--- src/rtl/medidor_periodo_clk.sv ---
// medidor_periodo_clk
// Measures the period and high time of a slow asynchronous signal in units of
// clk_in cycles, strobes periodo_valido for one cycle on every new result and
// raises a sticky sin_senal flag when no rising edge arrives within TIMEOUT cycles.
module medidor_periodo_clk #(
  parameter int CNT_W   = 26,
  parameter int TIMEOUT = 50000000
) (
  input  logic             clk_in,
  input  logic             reset,
  input  logic             activar,
  input  logic             sig_in,
  output logic [CNT_W-1:0] periodo,
  output logic [CNT_W-1:0] alto,
  output logic             periodo_valido,
  output logic             sin_senal
);

  typedef enum logic [1:0] {
    IDLE     = 2'd0,
    ARMADO   = 2'd1,
    MIDIENDO = 2'd2
  } state_t;

  localparam logic [CNT_W-1:0] CNT_MAX      = '1;
  localparam logic [CNT_W-1:0] CNT_ONE      = CNT_W'(1);
  localparam logic [CNT_W-1:0] TIMEOUT_LAST = CNT_W'(TIMEOUT - 1);

  logic             s1, s2, s3;
  logic             rise, fall;
  state_t           state_q, state_d;
  logic [CNT_W-1:0] cnt_q, cnt_d, cnt_inc;
  logic [CNT_W-1:0] alto_tmp_q, alto_tmp_d;
  logic             fall_seen_q, fall_seen_d;
  logic [CNT_W-1:0] periodo_d, alto_d;
  logic             valido_d, sin_d;
  logic             timeout_hit;

  // Two-flop synchroniser plus one delay stage so edges can be detected safely.
  always_ff @(posedge clk_in or posedge reset) begin
    if (reset) begin
      s1 <= 1'b0;
      s2 <= 1'b0;
      s3 <= 1'b0;
    end else begin
      s1 <= sig_in;
      s2 <= s1;
      s3 <= s2;
    end
  end

  assign rise        = s2 & ~s3;
  assign fall        = ~s2 & s3;
  assign cnt_inc     = (cnt_q == CNT_MAX) ? cnt_q : cnt_q + CNT_ONE;
  assign timeout_hit = (cnt_q == TIMEOUT_LAST);

  // Next-state and next-value logic; a rise always takes priority over a timeout.
  always_comb begin
    state_d     = state_q;
    cnt_d       = cnt_inc;
    alto_tmp_d  = alto_tmp_q;
    fall_seen_d = fall_seen_q;
    periodo_d   = periodo;
    alto_d      = alto;
    valido_d    = 1'b0;
    sin_d       = sin_senal;
    if (!activar) begin
      state_d = IDLE;
      cnt_d   = '0;
      sin_d   = 1'b0;
    end else begin
      case (state_q)
        IDLE: begin
          cnt_d   = '0;
          sin_d   = 1'b0;
          state_d = ARMADO;
        end
        ARMADO: begin
          if (rise) begin
            state_d     = MIDIENDO;
            cnt_d       = '0;
            fall_seen_d = 1'b0;
          end else if (timeout_hit) begin
            sin_d = 1'b1;
            cnt_d = '0;
          end
        end
        MIDIENDO: begin
          if (rise) begin
            periodo_d   = cnt_inc;
            alto_d      = fall_seen_q ? alto_tmp_q : '0;
            valido_d    = 1'b1;
            sin_d       = 1'b0;
            cnt_d       = '0;
            fall_seen_d = 1'b0;
          end else if (timeout_hit) begin
            sin_d   = 1'b1;
            cnt_d   = '0;
            state_d = ARMADO;
          end else if (fall) begin
            alto_tmp_d  = cnt_inc;
            fall_seen_d = 1'b1;
          end
        end
        default: begin
          state_d = IDLE;
          cnt_d   = '0;
        end
      endcase
    end
  end

  // State, counter and output registers.
  always_ff @(posedge clk_in or posedge reset) begin
    if (reset) begin
      state_q        <= IDLE;
      cnt_q          <= '0;
      alto_tmp_q     <= '0;
      fall_seen_q    <= 1'b0;
      periodo        <= '0;
      alto           <= '0;
      periodo_valido <= 1'b0;
      sin_senal      <= 1'b0;
    end else begin
      state_q        <= state_d;
      cnt_q          <= cnt_d;
      alto_tmp_q     <= alto_tmp_d;
      fall_seen_q    <= fall_seen_d;
      periodo        <= periodo_d;
      alto           <= alto_d;
      periodo_valido <= valido_d;
      sin_senal      <= sin_d;
    end
  end

endmodule

--- config.mk ---
export PLATFORM = sky130hd
export DESIGN_NAME = medidor_periodo_clk
export DESIGN_NICKNAME = d
export VERILOG_FILES = /design/src/rtl/medidor_periodo_clk.sv
export SDC_FILE = /design/constraint.sdc
export NUM_CORES = 1
export LEC_CHECK = 0
export ABC_CLOCK_PERIOD_IN_PS = 8050
export CAP_MARGIN = 5
export CORE_MARGIN = 2
export CORE_UTILIZATION = 44
export DETAILED_ROUTE_END_ITERATION = 8
export MAX_ROUTING_LAYER = met4
export PLACE_DENSITY_LB_ADDON = 0.08
export SETUP_SLACK_MARGIN = 0.02
export SYNTH_ARGS = -nofsm -noshare
export SYNTH_HDL_FRONTEND = slang
export SYNTH_SLANG_ARGS = --single-unit
--- constraint.sdc ---
create_clock -name clk_in -period 8.05 [get_ports clk_in]
set_input_delay 1.61 -clock clk_in [delete_from_list [all_inputs] [get_ports clk_in]]
set_output_delay 1.61 -clock clk_in [all_outputs]
set_load 0.005 [all_outputs]
==> out/results.txt <==
Flop pwr share -> 57.7%
Final HPWL DP -> 6.71 mm
Drt drc -> 0
Grt met3 use -> 3.02%
Worst Hold Class -> register to register
DR vias -> 3490
Layout cell share with drive strength beyond 1 -> 7.59%
Synth unique cells -> 51
CTS Hold Bufs -> 0
Skew final -> 0.0197 ns
CTS tree -> yes
Total wire length -> 9.81 mm
Initial core utilization -> 45.3%
Slew @ Worst Pin -> 0.986 ns
Hold path cells -> 0
Ranking of synthesized cells by area -> dfrtp_1, nand2_1, o21ai_0
Root buf cell -> clkbuf_8
Crit Path Category -> primary input to register
CP bufs+invs -> 2
Pre-antenna DRT Iters -> 4
#FFs+latches synth -> 112
Unrepaired setup endpoints after global routing -> no
Synth warnings -> 0
Critical path data arrival time -> 3.26 ns
M1 GR Usage -> 25.2%
MaxCap Viol Count -> 0
# resized after CTS -> 0
Clk pin slew, worst setup/hold paths -> 0.11 ns
Status -> complete, no violations
Logic pwr share -> 13.0%
Crit path max fanout -> 27
Design Area, Final -> 0.00574 mm²
Final setup TNS -> 0 ns
Placer Congestion -> 0.861
Clock group share of total power -> 29.3%
Pwr Density -> 186 mW/mm²
Worst path cell trace -> clkdlybuf4s50_1 > nand3_2 > clkinv_1 > nand3_1 > nand2_1
Switch Pwr -> 0.310 mW
Critical path depth -> 5
Worst R2R Path Depth -> 5
CP required -> 8.30 ns
Post-synth top area share -> 56.9%
1st-iter DRT viols -> 215
Post CTS Setup Buffer Count -> 0
Layout area overhead -> 16.5%
Slew Viols, Final -> 0
Synth async-reset ratio -> 100%
Nets@finish -> 546
Port bufs -> 57
CTS sink cnt -> 112
Post-synthesis area per instance -> 10.0 µm²
Slew HR -> 34.3%
Core area -> 0.0109 mm²
First-pass GRT wire length -> 17.0 mm
I/O pin cnt -> 58
Final setup viols -> 0
Startpoint class of the critical path -> primary input
Fin crit period -> 3.01 ns
Final period util -> 37.4%
Site row count -> 38
Die ar. -> 0.0121 mm²
Slowest cell on crit path -> clkinv_1
Post-synthesis cell area -> 0.00493 mm²
Met2 Use GR -> 29.2%
Sw Share -> 29.0%
Die height -> 110 µm
Fin. Hold Viols -> 0
Vias in the first global route -> 3445
Clock insertion delay at the later pin of the skew report -> 0.37 ns
Wire length per cell -> 14.4 µm
Delay-heaviest family, CP -> buffers and inverters
Internal power -> 0.760 mW
F_max -> 332 MHz
# diodes -> 0
GRT Overall Usage -> 18.7%
Synthesized instance count -> 491
Vias per cell -> 5.13
Dpl cell area -> 0.00556 mm²
Largest net degree at the start of global routing -> 79
Die Width -> 110 µm
Routed Antenna Nets -> 0
Mapped Nets -> 502
EDFF count, synth -> 0
Max IR drop VDD -> 0.000105 V
Total gr overflow -> 0
CP max stage delay -> 0.60 ns
Total power -> 1.07 mW
Seq/Total Area, Yosys -> 56.9%
Synth Flop Type -> dfrtp_1
Total CTS buffers -> 9
Cell taking the most area after synthesis -> dfrtp_1
GR peak layer -> met2
CTS H-tree lvls -> 3
Clk buf depth -> 2
Initial antenna violation count -> 0
Worst Setup End Kind -> register
Leak -> 2.51 nW
cell usage after synthesis, drive strengths merged, types with 4 or more instances:
master / n
nand2: 116
buf: 16
ha: 7
nor3: 10
mux2i: 4
inv: 12
a211oi: 5
a21oi: 7
and2: 5
o21ai: 53
and3: 4
clkbuf: 11
nand3: 33
xor2: 6
nor2: 32
nand4: 9
dfrtp: 112
xnor2: 15
worst register-to-register path: stages, from the launching register on:
cell and delay (ns):
dfrtp_1 0.47, or4b_4 0.57, nor4_4 0.32, and3_1 0.27, or3_1 0.75, nor2_1 0.11
final timing paths:
check | slack, ns | from | to
setup / recovery | 5.04 | activar | alto[14]$_DFFE_PP0P_
hold / removal | 0.37 | s1$_DFF_PP0_ | s2$_DFF_PP0_
setup reg to reg | 5.41 | cnt_q[7]$_DFF_PP0_ | cnt_q[25]$_DFF_PP0_
hold reg to reg | 0.37 | s1$_DFF_PP0_ | s2$_DFF_PP0_
max in group asynchronous | 5.11 | reset | cnt_q[23]$_DFF_PP0_
min in group asynchronous | 1.60 | reset | periodo[16]$_DFFE_PP0P_
metrics by stage:
| step | cells | worst slack [ns] | hold slack, ns | utilization [%] |
|---|---|---|---|---|
| after floorplan | 491 | 3.48 | 0.331 | - |
| after global placement | 664 | 4.61 | 0.343 | 51.1 |
| after detailed placement | 664 | 4.55 | 0.343 | 51.1 |
| after CTS | 680 | 4.95 | 0.374 | 52.7 |
| after global routing | 680 | 4.79 | 0.383 | 52.7 |
| final | 680 | 5.04 | 0.369 | 52.7 |
layout make-up:
class	instances	area, µm²
flip-flops and latches	112	2800
multi-input cells	339	1940
fillers	1045	5150
clock inverters	4	35.0
clock buffers	12	145
repair buffers	60	593
inverters	13	51.3
well taps	140	175
power by group through the flow:
stage,combinational (mW),clock (mW),sequential [mW]
after floorplan,0.124,0,0.605
after detailed placement,0.141,0,0.629
final,0.139,0.314,0.617
after global routing,0.160,0.345,0.623
after global placement,0.137,0,0.629
after CTS,0.142,0.324,0.618
placed cells by master, fill, tap and decap left out, types with 2 or more instances in the layout:
master,n
mux2i_1,4
a31oi_1,2
clkbuf_8,10
nor3_1,9
a21oi_1,7
nand2_1,115
xor2_1,6
clkinv_4,2
inv_6,2
or2_2,2
and3_1,4
o21ai_1,14
nand4_2,3
nor2_1,32
clkbuf_1,2
nor4_4,2
a21o_1,2
and2_1,5
nor4b_2,2
o21ai_0,39
and4_1,3
o41ai_2,2
o311ai_2,2
o31ai_1,2
nand4_1,5
ha_1,7
xnor2_1,15
a211oi_1,4
or3_1,2
nand3_1,31
nand3_2,2
buf_4,3
clkdlybuf4s50_1,57
inv_1,11
dfrtp_1,112
logic make-up (layout without fill, tap and decap cells):
family | Yosys count | in the layout | synth area share [%]
AO/OA/AOI/OAI | 79 | 79 | 9.88
XOR/XNOR | 21 | 21 | 3.73
adder cells (fa/ha/maj) | 7 | 7 | 1.78
buffers and inverters | 40 | 89 | 3.89
flip-flops | 112 | 112 | 56.9
multiplexers | 5 | 5 | 1.04
AND/OR/NAND/NOR | 227 | 227 | 22.8
per-layer routing:
metal	wire (µm)	vias to the layer above
li1	-	1749
met1	4740	1677
met2	4730	54
met3	246	10
met4	99	0
met5	0	-
registers in the layout, summed over array words and instances (netlist names), 2 cells and up:
name        flops
alto           26
cnt_q          26
alto_tmp_q     26
state_q         2
periodo        26
(Power assumes the default switching activity.)
==> RTL edit 1, RTL diff (config.mk and constraints unchanged) <==
The parameter `CNT_W` goes from 26 to 18.
--- a/src/rtl/medidor_periodo_clk.sv
+++ b/src/rtl/medidor_periodo_clk.sv
@@ -3,7 +3,7 @@
 // clk_in cycles, strobes periodo_valido for one cycle on every new result and
 // raises a sticky sin_senal flag when no rising edge arrives within TIMEOUT cycles.
 module medidor_periodo_clk #(
-  parameter int CNT_W   = 26,
+  parameter int CNT_W   = 18,
   parameter int TIMEOUT = 50000000
 ) (
   input  logic             clk_in,
Interface: changed (resized alto and periodo); port bits go from 58 to 42. The function was not compared with the original's and may differ.
==> RTL edit 1 against the original RTL <==
First-iteration DRC count shrank 48%. Core utilization grew 0.97 points. Non-clock buffer count shrank 18. Die area shrank 28%. Area after synthesis shrank 29%. Count of clock-buffer cells in the layout shrank 3. Power shrank 23%. Routed wire length shrank 30%. Sequential cell count shrank 32. Worst setup slack lost 610 ps. Synthesized cell count shrank 29%. Final area shrank 28%. Maximum frequency shrank 17%. Critical path type unchanged. Highest routed layer unchanged.
==> RTL edit 1: results (changes against the original RTL) <==
Critical path
  • Cell with the biggest individual delay on the critical path: nand3_2 (was clkinv_1)
  • Critical path fanouts, max: 69 (was 27)
  • Largest stage delay on the critical path: 880 ps (was 600 ps)
  • Arrival time reported for the critical path endpoint: 3860 ps (was 3260 ps)

Place
  • Pre-CTS setup slack: 4030 ps (was 4550 ps)
  • Half-perimeter wire length after detailed placement: 4730 µm (was 6710 µm)
  • Buffers on Ports: 41 (was 57)
  • Total placed instance area: 3950 µm² (was 5560 µm²)
  • Dpl cells: 480 (was 664)
  • GP Congestion: 0.783 (was 0.861)

Yosys
  • Count of flip-flops with a built-in enable after synthesis: 0 (unchanged)
  • Number of unique standard cell types used by synthesis: 41 (was 51)
  • Main area contributors after synthesis: dfrtp_1, nand2_1, o21ai_0, ha_1, nor2_1 (was dfrtp_1, nand2_1, o21ai_0, nand3_1, xnor2_1)
  • Yosys warning count: 0 (unchanged)
  • Synth Net Count: 362 (was 502)
  • Average instance area after synthesis: 9.91 µm² (was 10.0 µm²)
  • Commonest cells in the netlist: nand2_1, dfrtp_1, o21ai_0, nor2_1, clkbuf_1 (was nand2_1, dfrtp_1, o21ai_0, nand3_1, nor2_1)
  • Fraction of registers with async set/reset: 1.00 (unchanged)
  • Sequential fraction of the synthesis area: 0.576 (was 0.569)

Timing
  • Final Skew: 13.8 ps (was 19.7 ps)
  • Max transition margin: 0.271 (was 0.343)

Pwr
  • Internal cell power: 0.580 mW (was 0.760 mW)
  • Clock group share of total power: 0.325 (was 0.293)
  • Power in the clock group: 0.269 mW (was 0.314 mW)
  • Share of total power in combinational logic: 0.135 (was 0.130)
  • VDD IR-drop max: 0.0000701 V (was 0.000105 V)
  • Lkg Pwr: 1.77 nW (was 2.51 nW)

Layout
  • Post-route non-filler standard cell count: 496 (was 680)
  • Net count of the finished layout: 400 (was 546)
  • Number of inserted filler cells in the final layout: 715 (was 1045)
  • Share of cells above drive strength 1: 0.0838 (was 0.0759)
  • Area used by multi-input combinational logic: 1370 µm² (was 1940 µm²)

Detailed routing
  • Wire per inst: 13.8 µm (was 14.4 µm)
  • DRC marker count from the first detailed-route iteration: 112 (was 215)
  • Via count: 2510 (was 3490)
  • Number of iterations in the first detailed-routing pass: 4 (unchanged)
  • Number of antenna-violating nets in the routed design: 0 (unchanged)

CTS
  • H-tree levels: 3 (unchanged)
  • Clock buffer depth: 2 (unchanged)
  • Worst-path clk slew: 80 ps (was 110 ps)
  • Clock latency on the worst-skew pair: 350 ps (was 370 ps)

GRT
  • Overall routing resource usage: 0.177 (was 0.187)
  • First-pass GRT wire length: 11600 µm (was 17000 µm)
  • Pin count of the biggest net entering global routing: 81 (was 79)
  • Number of antenna violations at the first check in global routing: 0 (unchanged)
  • Number of global-route vias before repair: 2273 (was 3445)

Status
  • Outcome: completed (unchanged)
[RTL edit 1: cell types whose count changed after synthesis, moves of 4 or more]
cell,change
nor2_1,-11
buf_2,-6
nand3_1,-23
mux2_2,+5
nand2_1,-30
o21ai_0,+15
xnor2_1,-10
dfrtp_1,-32
xor2_1,-6
o21ai_1,-14
inv_1,-5
buf_4,-4
[RTL edit 1: area by class of cell]
| cell class | instances | share of cell area |
|---|---|---|
| Multi-Input combinational cell | 249 | 0.332 |
| Clock inverter | 7 | 0.0139 |
| Inverter | 7 | 0.00667 |
| Tap cell | 102 | 0.0309 |
| Timing Repair Buffer | 42 | 0.101 |
| Sequential cell | 80 | 0.485 |
| Clock buffer | 9 | 0.0300 |
[RTL edit 1: layer usage]
metal	vias up	wire [µm]	share of wire	GRT usage
met4	0	91	0.013	0.0662
met5	-	0	0	-
met1	1179	3670	0.54	0.269
li1	1279	-	-	-
met3	9	205	0.030	0.0277
met2	43	2850	0.42	0.239
[RTL edit 1: worst register-to-register path: stages (launching register included)]
cell	delay, ps
dfrtp_1	430
inv_1	120
ha_1	340
nand3_2	880
inv_1	380
mux2_2	360
[RTL edit 1: path summary, 6_finish.rpt]
check	from	end	slack, ps	cells after the start
min in group asynchronous	reset	state_q[0]	1880	3
hold / removal	s1	s2	360	0
setup / recovery	activar	periodo[5]	4420	4
hold reg to reg	s1	s2	360	0
max in group asynchronous	reset	cnt_q[11]	5540	3
setup reg to reg	state_q[0]	periodo[5]	5430	5
[RTL edit 1: kinds of logic after synthesis]
group | synth area share
fa+ha+maj | 0.0252
simple gates | 0.197
xor+xnor | 0.0126
compound gates | 0.121
buf+inv | 0.0313
flops | 0.576
mux | 0.0367
==> RTL edit 2, RTL diff (same flow settings) <==
Without the edit above. The 3 states of `state_t` get a one-hot encoding in 3 bits.
--- a/src/rtl/medidor_periodo_clk.sv
+++ b/src/rtl/medidor_periodo_clk.sv
@@ -16,10 +16,10 @@
   output logic             sin_senal
 );
 
-  typedef enum logic [1:0] {
-    IDLE     = 2'd0,
-    ARMADO   = 2'd1,
-    MIDIENDO = 2'd2
+  typedef enum logic [2:0] {
+    IDLE     = 3'b001,
+    ARMADO   = 3'b010,
+    MIDIENDO = 3'b100
   } state_t;
 
   localparam logic [CNT_W-1:0] CNT_MAX      = '1;
Check against the original RTL: no difference found for any inputs over 4 cycles, from zero or initial values and one cycle with reset high; so few cycles prove little.
==> RTL edit 2 against the original RTL <==
Worst setup slack worse by 190 ps. Count of clock-buffer cells in the layout up 8. Final area up 4.7%. Sequential share of layout area down 1.7 points. Sequential cell count up 1. Area after synthesis down 3.2%. Routed wire length up 0.48%. Non-clock buffer count up 1. First-iteration DRC count down 16%.
Power is not compared: it rests on default switching activity, and its combinational part moved more than twofold at a synthesized area within 25%.
==> RTL edit 2: results (changes against the original RTL) <==
GRT
  • Pin count of the biggest net entering global routing: 102 (was 79)
  • First-pass GRT wire length: 16800 µm (was 17000 µm)
  • Number of global-route vias before repair: 3440 (was 3445)
  • Met2 routing resource usage after global routing: 0.268 (was 0.292)
  • Global Route met3 Usage: 0.0464 (was 0.0302)

Yosys
  • Commonest cells in the netlist: dfrtp_1, nand2_1, o21ai_0, nor2_1, clkbuf_1 (was nand2_1, dfrtp_1, o21ai_0, nand3_1, nor2_1)
  • Sequential fraction of the synthesis area: 0.593 (was 0.569)
  • Ys flop type: dfrtp_1 (unchanged)
  • Main area contributors after synthesis: dfrtp_1, nand2_1, o21ai_0, xnor2_1, nor2_1 (was dfrtp_1, nand2_1, o21ai_0, nand3_1, xnor2_1)
  • Synth Net Count: 486 (was 502)

Place
  • GP Congestion: 0.886 (was 0.861)
  • Half-perimeter wire length after detailed placement: 6410 µm (was 6710 µm)

Layout
  • Number of inserted filler cells in the final layout: 951 (was 1045)
  • Share of cells above drive strength 1: 0.101 (was 0.0759)
  • Net count of the finished layout: 539 (was 546)

Critical path
  • R2R depth: 6 (was 5)
  • Critical path fanouts, max: 101 (was 27)
  • Worst reg2reg path endpoint: periodo[0] (was cnt_q[25])
  • Worst setup slack for register-to-register paths: 5510 ps (was 5410 ps)
  • Capture point of the critical path: periodo[7] (was alto[14])

Timing
  • Final Skew: 7.63 ps (was 19.7 ps)
  • Transition time of the tightest slew-check pin: 997 ps (was 986 ps)

Detailed routing
  • Total length of routed wires: 9860 µm (was 9810 µm)
  • Via count: 3539 (was 3490)
  • Routed length on met1: 4840 µm (was 4740 µm)
  • Met3 routed wirelength: 354 µm (was 246 µm)
  • Met2 routed wirelength: 4460 µm (was 4730 µm)

Status
  • Outcome: completed (unchanged)

CTS
  • Number of buffers inserted during clock tree synthesis: 17 (was 9)
  • Clock latency on the worst-skew pair: 510 ps (was 370 ps)
  • Worst-path clk slew: 60 ps (was 110 ps)
-- RTL edit 2: cell count changes in the layout (fill, tap and decap cells not counted), moves of 5 or more --
cell / delta
a21oi_1: +7
clkinv_2: +6
nor2_1: -5
o21ai_1: -14
o21ai_0: +37
clkbuf_8: -6
xor2_1: -5
clkbuf_16: +16
inv_1: -5
nand3_1: -20
mux2_2: +5
-- RTL edit 2: worst max-delay path, stage by stage --
cell and delay [ps]:
clkdlybuf4s50_1 570, nor3b_1 420, nand2_2 80, buf_4 330, inv_1 200, mux2_2 350
-- RTL edit 2: kinds of logic after synthesis --
kind of cell | count (synthesis) | synth area share
AOI/OAI and AO/OA | 111 | 0.131
muxes | 8 | 0.0184
DFF | 113 | 0.593
adders and majority gates | 3 | 0.00787
xor gates and xnor gates | 18 | 0.0331
and+or+nand+nor | 192 | 0.187
buffers and inverters | 34 | 0.0296
-- RTL edit 2: per-stage QoR --
stage,worst slack [ps],power (mW),std cells,hold slack [ps],cell area [µm²]
2_1_floorplan,3450,0.606,479,331,4770
3_3_place_gp,4340,0.612,653,335,5440
3_5_place_dp,4340,0.613,653,335,5440
4_1_cts,4840,1.33,684,347,6010
5_1_grt,4650,1.36,684,360,6010
6_report,4850,1.31,684,347,6010
-- RTL edit 2: how the worst min path moves through the flow --
stage / endpoint / slack (ps) / cells past startpoint
after global routing: s2 / 360 / 0
after CTS: s2 / 350 / 0
after detailed placement: s2 / 330 / 0
final: s2 / 350 / 0
after floorplan: s2 / 330 / 0
after global placement: s2 / 340 / 0
-- RTL edit 2: layout make-up --
class                   instances  area (µm²)  area share
inverters                       7        28.8     0.00479
clock buffers                  20         455      0.0758
clock inverters                11         113      0.0187
well taps                     140         175      0.0291
repair buffers                 61         601      0.0999
multi-input cells             332        1810       0.301
flip-flops and latches        113        2830       0.471
